$ cat src/rtl/alu_rs_if.sv
// Bus bundle for the ALU reservation station: dispatch, CDB and issue.
// master: dispatch stage / CDB source / ALU side.  slave: the station.
interface alu_rs_if #(
    parameter int TAG_W = 5,
    parameter int OP_W  = 4,
    parameter int PC_W  = 32
);
    // dispatch
    logic             in_valid;
    logic             in_ready;
    logic [OP_W-1:0]  in_op;
    logic [PC_W-1:0]  in_pc;
    logic [31:0]      in_instr;
    logic [TAG_W-1:0] in_rob_id;
    logic             in_rdy1;
    logic [TAG_W-1:0] in_tag1;
    logic [31:0]      in_val1;
    logic             in_rdy2;
    logic [TAG_W-1:0] in_tag2;
    logic [31:0]      in_val2;

    // common data bus
    logic             cdb_valid;
    logic [TAG_W-1:0] cdb_tag;
    logic [31:0]      cdb_data;

    // issue towards the ALU
    logic             issue_valid;
    logic             issue_ready;
    logic [OP_W-1:0]  issue_op;
    logic [PC_W-1:0]  issue_pc;
    logic [31:0]      issue_instr;
    logic [31:0]      issue_reg1;
    logic [31:0]      issue_reg2;
    logic [TAG_W-1:0] issue_rob_id;

    modport master (
        output in_valid, in_op, in_pc, in_instr, in_rob_id,
               in_rdy1, in_tag1, in_val1, in_rdy2, in_tag2, in_val2,
               cdb_valid, cdb_tag, cdb_data, issue_ready,
        input  in_ready, issue_valid, issue_op, issue_pc, issue_instr,
               issue_reg1, issue_reg2, issue_rob_id
    );

    modport slave (
        input  in_valid, in_op, in_pc, in_instr, in_rob_id,
               in_rdy1, in_tag1, in_val1, in_rdy2, in_tag2, in_val2,
               cdb_valid, cdb_tag, cdb_data, issue_ready,
        output in_ready, issue_valid, issue_op, issue_pc, issue_instr,
               issue_reg1, issue_reg2, issue_rob_id
    );
endinterface

$ cat src/rtl/alu_rs.sv
// ALU reservation station: holds dispatched ops until both operands are
// available (directly or via CDB snoop) and issues the oldest ready op.
// Optional feature: define ALU_RS_CDB_ISSUE_EN to let a stored entry issue
// in the same cycle its last operand appears on the CDB.
module alu_rs #(
    parameter int  DEPTH = 4,
    parameter int  TAG_W = 5,
    parameter int  OP_W  = 4,
    parameter int  PC_W  = 32,
    localparam int CNT_W = $clog2(DEPTH + 1)
) (
    input  logic             clk,
    input  logic             rst,
    input  logic             flush,
    alu_rs_if.slave          bus,
    output logic [CNT_W-1:0] count
);
    localparam int IDX_W = (DEPTH > 1) ? $clog2(DEPTH) : 1;

    // entry storage
    logic [DEPTH-1:0] r_valid;
    logic [DEPTH-1:0] r_rdy1;
    logic [DEPTH-1:0] r_rdy2;
    logic [OP_W-1:0]  r_op    [DEPTH];
    logic [PC_W-1:0]  r_pc    [DEPTH];
    logic [31:0]      r_instr [DEPTH];
    logic [TAG_W-1:0] r_rob   [DEPTH];
    logic [TAG_W-1:0] r_tag1  [DEPTH];
    logic [TAG_W-1:0] r_tag2  [DEPTH];
    logic [31:0]      r_val1  [DEPTH];
    logic [31:0]      r_val2  [DEPTH];

    // r_older[a][b] set means entry a was enqueued before entry b
    logic [DEPTH-1:0] r_older [DEPTH];
    logic [CNT_W-1:0] r_count;

    logic             w_enq;
    logic             w_iss;
    logic             w_issue_valid;
    logic [IDX_W-1:0] w_free_idx;
    logic             w_in_hit1;
    logic             w_in_hit2;
    logic             w_in_rdy1;
    logic             w_in_rdy2;
    logic [31:0]      w_in_val1;
    logic [31:0]      w_in_val2;
    logic [DEPTH-1:0] w_rdy1_eff;
    logic [DEPTH-1:0] w_rdy2_eff;
    logic [DEPTH-1:0] w_issuable;
    logic [DEPTH-1:0] w_sel;
    logic [31:0]      w_opnd1 [DEPTH];
    logic [31:0]      w_opnd2 [DEPTH];

    // A slot freed by this cycle's issue is not counted as free until the next cycle
    assign bus.in_ready = (r_count < CNT_W'(DEPTH)) && !flush;
    assign w_enq        = bus.in_valid && bus.in_ready;
    assign w_iss        = w_issue_valid && bus.issue_ready;
    assign count        = r_count;

    // Operands arriving on the CDB in the dispatch cycle are captured as ready
    assign w_in_hit1 = !bus.in_rdy1 && bus.cdb_valid && (bus.cdb_tag == bus.in_tag1);
    assign w_in_hit2 = !bus.in_rdy2 && bus.cdb_valid && (bus.cdb_tag == bus.in_tag2);
    assign w_in_rdy1 = bus.in_rdy1 || w_in_hit1;
    assign w_in_rdy2 = bus.in_rdy2 || w_in_hit2;
    assign w_in_val1 = w_in_hit1 ? bus.cdb_data : bus.in_val1;
    assign w_in_val2 = w_in_hit2 ? bus.cdb_data : bus.in_val2;

    // Lowest-index free slot; only used when in_ready guarantees one exists
    always_comb begin
        w_free_idx = '0;
        for (int i = DEPTH - 1; i >= 0; i--) begin
            if (!r_valid[i]) begin
                w_free_idx = IDX_W'(i);
            end
        end
    end

    // Effective operand readiness and values seen by the issue selector
    always_comb begin
        w_rdy1_eff = '0;
        w_rdy2_eff = '0;
        w_issuable = '0;
        w_opnd1    = '{default: '0};
        w_opnd2    = '{default: '0};
        for (int i = 0; i < DEPTH; i++) begin
`ifdef ALU_RS_CDB_ISSUE_EN
            w_rdy1_eff[i] = r_rdy1[i] || (bus.cdb_valid && (bus.cdb_tag == r_tag1[i]));
            w_rdy2_eff[i] = r_rdy2[i] || (bus.cdb_valid && (bus.cdb_tag == r_tag2[i]));
            w_opnd1[i]    = r_rdy1[i] ? r_val1[i] : bus.cdb_data;
            w_opnd2[i]    = r_rdy2[i] ? r_val2[i] : bus.cdb_data;
`else
            w_rdy1_eff[i] = r_rdy1[i];
            w_rdy2_eff[i] = r_rdy2[i];
            w_opnd1[i]    = r_val1[i];
            w_opnd2[i]    = r_val2[i];
`endif
            w_issuable[i] = r_valid[i] && w_rdy1_eff[i] && w_rdy2_eff[i];
        end
    end

    // Oldest issuable entry wins: one with no older issuable entry
    always_comb begin
        w_sel = '0;
        for (int i = 0; i < DEPTH; i++) begin
            w_sel[i] = w_issuable[i];
            for (int j = 0; j < DEPTH; j++) begin
                if ((j != i) && w_issuable[j] && r_older[j][i]) begin
                    w_sel[i] = 1'b0;
                end
            end
        end
    end

    assign w_issue_valid   = (|w_issuable) && !flush;
    assign bus.issue_valid = w_issue_valid;

    // Issue payload mux; all zero when nothing issues
    always_comb begin
        bus.issue_op     = '0;
        bus.issue_pc     = '0;
        bus.issue_instr  = '0;
        bus.issue_reg1   = '0;
        bus.issue_reg2   = '0;
        bus.issue_rob_id = '0;
        if (w_issue_valid) begin
            for (int i = 0; i < DEPTH; i++) begin
                if (w_sel[i]) begin
                    bus.issue_op     = r_op[i];
                    bus.issue_pc     = r_pc[i];
                    bus.issue_instr  = r_instr[i];
                    bus.issue_reg1   = w_opnd1[i];
                    bus.issue_reg2   = w_opnd2[i];
                    bus.issue_rob_id = r_rob[i];
                end
            end
        end
    end

    // Occupancy, age order and occupancy count
    always_ff @(posedge clk or posedge rst) begin
        if (rst) begin
            r_valid <= '0;
            r_count <= '0;
            for (int i = 0; i < DEPTH; i++) begin
                r_older[i] <= '0;
            end
        end else if (flush) begin
            r_valid <= '0;
            r_count <= '0;
        end else begin
            for (int i = 0; i < DEPTH; i++) begin
                if (w_iss && w_sel[i]) begin
                    r_valid[i] <= 1'b0;
                end
            end
            if (w_enq) begin
                r_valid[w_free_idx] <= 1'b1;
                // new entry is younger than every other slot
                for (int j = 0; j < DEPTH; j++) begin
                    if (IDX_W'(j) != w_free_idx) begin
                        r_older[w_free_idx][j] <= 1'b0;
                        r_older[j][w_free_idx] <= 1'b1;
                    end
                end
            end
            r_count <= r_count + CNT_W'(w_enq) - CNT_W'(w_iss);
        end
    end

    // Payload load on enqueue and CDB wakeup of stored operands
    always_ff @(posedge clk) begin
        for (int i = 0; i < DEPTH; i++) begin
            if (!flush) begin
                if (w_enq && (w_free_idx == IDX_W'(i))) begin
                    r_op[i]    <= bus.in_op;
                    r_pc[i]    <= bus.in_pc;
                    r_instr[i] <= bus.in_instr;
                    r_rob[i]   <= bus.in_rob_id;
                    r_rdy1[i]  <= w_in_rdy1;
                    r_tag1[i]  <= bus.in_tag1;
                    r_val1[i]  <= w_in_val1;
                    r_rdy2[i]  <= w_in_rdy2;
                    r_tag2[i]  <= bus.in_tag2;
                    r_val2[i]  <= w_in_val2;
                end else if (r_valid[i] && bus.cdb_valid) begin
                    if (!r_rdy1[i] && (bus.cdb_tag == r_tag1[i])) begin
                        r_rdy1[i] <= 1'b1;
                        r_val1[i] <= bus.cdb_data;
                    end
                    if (!r_rdy2[i] && (bus.cdb_tag == r_tag2[i])) begin
                        r_rdy2[i] <= 1'b1;
                        r_val2[i] <= bus.cdb_data;
                    end
                end
            end
        end
    end
endmodule

$ cat src/flat_wrapper.sv
// flat-port wrapper written by rule: the top's interface ports become plain ports
module alu_rs_flat 
#(
    parameter int  DEPTH = 4,
    parameter int  TAG_W = 5,
    parameter int  OP_W  = 4,
    parameter int  PC_W  = 32,
    localparam int CNT_W = $clog2(DEPTH + 1)
)
  (clk, rst, flush, count, bus_in_valid, bus_in_op, bus_in_pc, bus_in_instr, bus_in_rob_id, bus_in_rdy1, bus_in_tag1, bus_in_val1, bus_in_rdy2, bus_in_tag2, bus_in_val2, bus_cdb_valid, bus_cdb_tag, bus_cdb_data, bus_issue_ready, bus_in_ready, bus_issue_valid, bus_issue_op, bus_issue_pc, bus_issue_instr, bus_issue_reg1, bus_issue_reg2, bus_issue_rob_id);
  alu_rs_if #(.TAG_W(TAG_W), .OP_W(OP_W), .PC_W(PC_W)) bus_i ();
  input  logic clk;
  input  logic rst;
  input  logic flush;
  output logic [CNT_W-1:0] count;
  input wire logic [$bits(bus_i.in_valid)-1:0] bus_in_valid;
  input wire logic [$bits(bus_i.in_op)-1:0] bus_in_op;
  input wire logic [$bits(bus_i.in_pc)-1:0] bus_in_pc;
  input wire logic [$bits(bus_i.in_instr)-1:0] bus_in_instr;
  input wire logic [$bits(bus_i.in_rob_id)-1:0] bus_in_rob_id;
  input wire logic [$bits(bus_i.in_rdy1)-1:0] bus_in_rdy1;
  input wire logic [$bits(bus_i.in_tag1)-1:0] bus_in_tag1;
  input wire logic [$bits(bus_i.in_val1)-1:0] bus_in_val1;
  input wire logic [$bits(bus_i.in_rdy2)-1:0] bus_in_rdy2;
  input wire logic [$bits(bus_i.in_tag2)-1:0] bus_in_tag2;
  input wire logic [$bits(bus_i.in_val2)-1:0] bus_in_val2;
  input wire logic [$bits(bus_i.cdb_valid)-1:0] bus_cdb_valid;
  input wire logic [$bits(bus_i.cdb_tag)-1:0] bus_cdb_tag;
  input wire logic [$bits(bus_i.cdb_data)-1:0] bus_cdb_data;
  input wire logic [$bits(bus_i.issue_ready)-1:0] bus_issue_ready;
  output wire logic [$bits(bus_i.in_ready)-1:0] bus_in_ready;
  output wire logic [$bits(bus_i.issue_valid)-1:0] bus_issue_valid;
  output wire logic [$bits(bus_i.issue_op)-1:0] bus_issue_op;
  output wire logic [$bits(bus_i.issue_pc)-1:0] bus_issue_pc;
  output wire logic [$bits(bus_i.issue_instr)-1:0] bus_issue_instr;
  output wire logic [$bits(bus_i.issue_reg1)-1:0] bus_issue_reg1;
  output wire logic [$bits(bus_i.issue_reg2)-1:0] bus_issue_reg2;
  output wire logic [$bits(bus_i.issue_rob_id)-1:0] bus_issue_rob_id;
  assign bus_i.in_valid = bus_in_valid;
  assign bus_i.in_op = bus_in_op;
  assign bus_i.in_pc = bus_in_pc;
  assign bus_i.in_instr = bus_in_instr;
  assign bus_i.in_rob_id = bus_in_rob_id;
  assign bus_i.in_rdy1 = bus_in_rdy1;
  assign bus_i.in_tag1 = bus_in_tag1;
  assign bus_i.in_val1 = bus_in_val1;
  assign bus_i.in_rdy2 = bus_in_rdy2;
  assign bus_i.in_tag2 = bus_in_tag2;
  assign bus_i.in_val2 = bus_in_val2;
  assign bus_i.cdb_valid = bus_cdb_valid;
  assign bus_i.cdb_tag = bus_cdb_tag;
  assign bus_i.cdb_data = bus_cdb_data;
  assign bus_i.issue_ready = bus_issue_ready;
  assign bus_in_ready = bus_i.in_ready;
  assign bus_issue_valid = bus_i.issue_valid;
  assign bus_issue_op = bus_i.issue_op;
  assign bus_issue_pc = bus_i.issue_pc;
  assign bus_issue_instr = bus_i.issue_instr;
  assign bus_issue_reg1 = bus_i.issue_reg1;
  assign bus_issue_reg2 = bus_i.issue_reg2;
  assign bus_issue_rob_id = bus_i.issue_rob_id;
  alu_rs #(.DEPTH(DEPTH), .TAG_W(TAG_W), .OP_W(OP_W), .PC_W(PC_W)) u_core (.clk(clk), .rst(rst), .flush(flush), .bus(bus_i), .count(count));
endmodule
$ cat config.mk
export PLATFORM = sky130hd
export DESIGN_NAME = alu_rs_flat
export DESIGN_NICKNAME = d
export VERILOG_FILES = /design/src/rtl/alu_rs_if.sv /design/src/rtl/alu_rs.sv /design/src/flat_wrapper.sv
export SDC_FILE = /design/constraint.sdc
export NUM_CORES = 1
export LEC_CHECK = 0
export BUFFER_PORTS_ARGS = -buffer_cell sky130_fd_sc_hd__buf_2
export CAP_MARGIN = 20
export CORE_MARGIN = 3
export CORE_UTILIZATION = 61
export CTS_BUF_LIST = sky130_fd_sc_hd__clkbuf_8
export DETAILED_ROUTE_END_ITERATION = 12
export HOLD_SLACK_MARGIN = 0.15
export PLACE_DENSITY = 0.86
export SYNTH_ARGS = -nofsm -noshare
export SYNTH_HDL_FRONTEND = slang
export SYNTH_SLANG_ARGS = --single-unit
$ cat constraint.sdc
create_clock -name clk -period 5.06 [get_ports clk]
set_input_delay 0.506 -clock clk [delete_from_list [all_inputs] [get_ports clk]]
set_output_delay 0.506 -clock clk [all_outputs]
set_load 0.01 [all_outputs]
==> metrics.md <==
| Metric | Value |
|---|---|
| Outcome | complete, no violations |
| PD cells | 316 nW/µm² |
| Fmax | 238 MHz |
| TritonCTS Buffers | 95 |
| CTS Sinks | 615 |
| Register area share after synthesis | 66.1% |
| Post-Syn Area | 27800 µm² |
| DRC viols | 0 |
| Flip-flop and latch count after synthesis | 615 |
| Fin area | 33100 µm² |
| Worst-path maximum fanout | 22 |
| Critical path's slowest cell | a41oi_4 |
| Highest-count cells in the layout ignoring fill and taps | edfxtp_1, buf_2, mux2_2 |
| Async S/R FF share, synth | 3.09% |
| First-pass GRT wire length | 118 mm |
| Setup violations, final | 0 |
| Post-route ant nets | 0 |
| # fillers | 2572 |
| Flop2flop setup slack | 1.66 ns |
| Clock Latency Late Sink | 0.69 ns |
| Largest net degree at the start of global routing | 124 |
| Commonest non-fill, non-tap cell in the layout | edfxtp_1 |
| Leakage | 12.1 nW |
| Routed WL | 79.2 mm |
| Worst hold path type | in2reg |
| Die footprint | 48200 µm² |
| RR Endpoint | u_core.count[2] |
| Vias/cell | 6.59 |
| Setup crit start | u_core.r_valid[0] |
| Ports | 334 |
| CORE AREA | 44600 µm² |
| Clock Path Buffers | 3 |
| Die Ht | 220 µm |
| Hpwl dp | 41.9 mm |
| Placed cell area | 29900 µm² |
| Post-cts resize count | 0 |
| Synth Area per Inst | 14.3 µm² |
| Peak VDD IR | 0.237 mV |
| DR WL/cell | 26.0 µm |
| Synth cell types | 52 |
| Clock root buffer master | clkbuf_8 |
| Final Util | 74.2% |
| Slew @ Worst Pin | 1.10 ns |
| Gr usage total | 32.1% |
| Post-CTS Setup Bufs | 0 |
| Fin crit share | 83.2% |
| Max-Cap Viols | 0 |
| Area growth from synthesis to layout | 19.1% |
| Worst setup path endpoint | bus_issue_reg2[4] |
| Relative slew slack | 26.8% |
| Routed via count | 20100 |
| H-tree depth | 3 |
| Tmin final | 4.21 ns |
| Fin Setup TNS | 0 ns |
| Fin. Hold Viols | 0 |
| Input/output buffers | 333 |
| Initial core utilization | 62.4% |
| Path depth of the worst reg2reg path | 11 |
| Register clock-pin slew on the reported worst setup and hold paths | 0.06 ns |
| Post-Synthesis Cells | 1942 |
| Crit path DAT | 3.70 ns |
| CP startpoint kind | flop |
| CTS tree | done |
| CP max stage delay | 0.97 ns |
| DRT Pass-1 Iters | 5 |
| CP cell instances | nand3_1 > a41oi_4 > buf_4 > o211ai_1 > o21ai_0 > buf_2 |
| Main synth FF type | edfxtp_1 |
| Max-slew violations | 0 |
| WS Path Type | reg2out |
| GP Congestion | 0.898 |
| Die W | 220 µm |
| RSZ-0062 raised after global routing | false |
| EDFF count, synth | 596 |
| R2r startpoint | u_core.r_valid[0] |
| Yosys warns | 0 |
| Synthesized Nets | 2137 |
| Placed cell count | 2727 |
| Setup Skew | 0.0435 ns |
| Total gr overflow | 0 |
| CP Capture Type | primary output |
| FP Rows | 77 |
| Drt initial violations | 2406 |
| Nets | 2571 |
| CP required | 4.55 ns |
| Fraction of layout cells with a size suffix above 1 | 31.5% |
| Initial antenna violation count | 8 |
| Vias in the first global route | 20600 |
| Final cell count without fillers | 3045 |
## metal layers
layer / global-route usage (%) / vias up / share of wire (%)
li1: - / 8565 / -
met1: 39.4 / 9885 / 36
met2: 53.9 / 1372 / 50
met3: 7.57 / 246 / 10
met4: 15.4 / 4 / 3.7
met5: 0 / - / 0.034
## flip-flops by register name, summed over array words and instances (netlist names), 16 cells and up, named ones only
register and cells:
u_core.r_tag1 20, u_core.r_rob 20, u_core.r_val1 128, u_core.r_op 16, u_core.r_tag2 20, u_core.r_val2 128, u_core.r_pc 128, u_core.r_instr 128
## metrics by stage
step           total power [mW]  setup WS (ns)  hold WS [ns]
6_report                   10.4          0.851         0.200
3_3_place_gp               6.51           1.41         0.479
3_5_place_dp               6.55           1.38         0.488
5_1_grt                    10.8          0.697         0.174
2_1_floorplan              6.27           1.06         0.445
4_1_cts                    10.4          0.860         0.151
## worst max-delay path: cells and delay by family (launching register included)
kind | cells | cell delay (ns)
flip-flops | 1 | 0.55
AO/OA/AOI/OAI | 3 | 1.56
buffers and inverters | 2 | 0.65
AND/OR/NAND/NOR | 1 | 0.26
## what timing repair did
action | in CTS | in global routing
endpoints found under the hold margin | 534 | 0
hold buffers | 140 | 0
endpoints found under the setup margin | 0 | 0
## how the worst min path moves through the flow
stage / cells after the start / from / endpoint
2_1_floorplan: 2 / flop / flop
3_3_place_gp: 1 / u_core.r_older[5] / u_core.r_older[5]
3_5_place_dp: 1 / flop / flop
4_1_cts: 2 / bus_in_val1[13] / u_core.r_val1[1][45]
5_1_grt: 2 / bus_in_val1[13] / u_core.r_val1[1][45]
6_report: 2 / bus_in_val1[4] / u_core.r_val1[1][4]
## synthesized netlist by cell type, types with 2 or more instances
cell type | n | area share [%]
buf_2 | 23 | 0.41
nor4_1 | 7 | 0.16
and3_1 | 139 | 3.1
nor2_1 | 19 | 0.26
mux2_1 | 4 | 0.16
a21oi_1 | 8 | 0.14
dfrtp_1 | 19 | 1.7
ha_1 | 2 | 0.090
or2_1 | 2 | 0.045
o21ba_2 | 3 | 0.11
mux2_4 | 30 | 1.6
nand3_1 | 150 | 2.7
mux2_2 | 222 | 9.0
xor2_1 | 16 | 0.50
buf_4 | 10 | 0.27
inv_1 | 10 | 0.13
nand2b_1 | 2 | 0.045
buf_6 | 8 | 0.32
xnor2_1 | 36 | 1.1
nand2_1 | 34 | 0.46
a211oi_1 | 137 | 3.7
nor2b_1 | 6 | 0.13
edfxtp_1 | 596 | 64
or2_2 | 6 | 0.13
o21ai_1 | 46 | 0.83
o21ai_0 | 95 | 1.7
o211ai_1 | 137 | 3.7
nor3b_1 | 3 | 0.081
and4_1 | 4 | 0.13
inv_2 | 2 | 0.027
and2_1 | 3 | 0.067
clkbuf_1 | 132 | 1.8
nand4_1 | 12 | 0.27
## kinds of logic after synthesis
logic type | Yosys count | synth area share, %
DFF | 615 | 66.1
AOI/OAI and AO/OA | 435 | 10.6
and+or+nand+nor | 394 | 7.81
muxes | 256 | 10.8
buffers and inverters | 187 | 2.98
xor gates and xnor gates | 52 | 1.64
adders and majority gates | 3 | 0.162
## power breakdown
| group | leakage [nW] | switching, mW | internal (mW) |
|---|---|---|---|
| Sequential | 5.65 | 0.0492 | 5.75 |
| Clock | 1.04 | 1.91 | 1.97 |
| Combinational | 5.41 | 0.431 | 0.341 |
| Total | 12.1 | 2.39 | 8.06 |
## final cells by class
type | instances | area [µm²] | share of cell area (%)
Clock inverter | 65 | 347 | 1.05
Multi-Input combinational cell | 1140 | 8690 | 26.3
Sequential cell | 615 | 18400 | 55.5
Antenna cell | 9 | 22.5 | 0.0680
Tap cell | 592 | 741 | 2.24
Clock buffer | 100 | 1380 | 4.16
Timing Repair Buffer | 511 | 3510 | 10.6
Inverter | 13 | 53.8 | 0.162
Note: power is estimated with default switching activity, not from simulation.
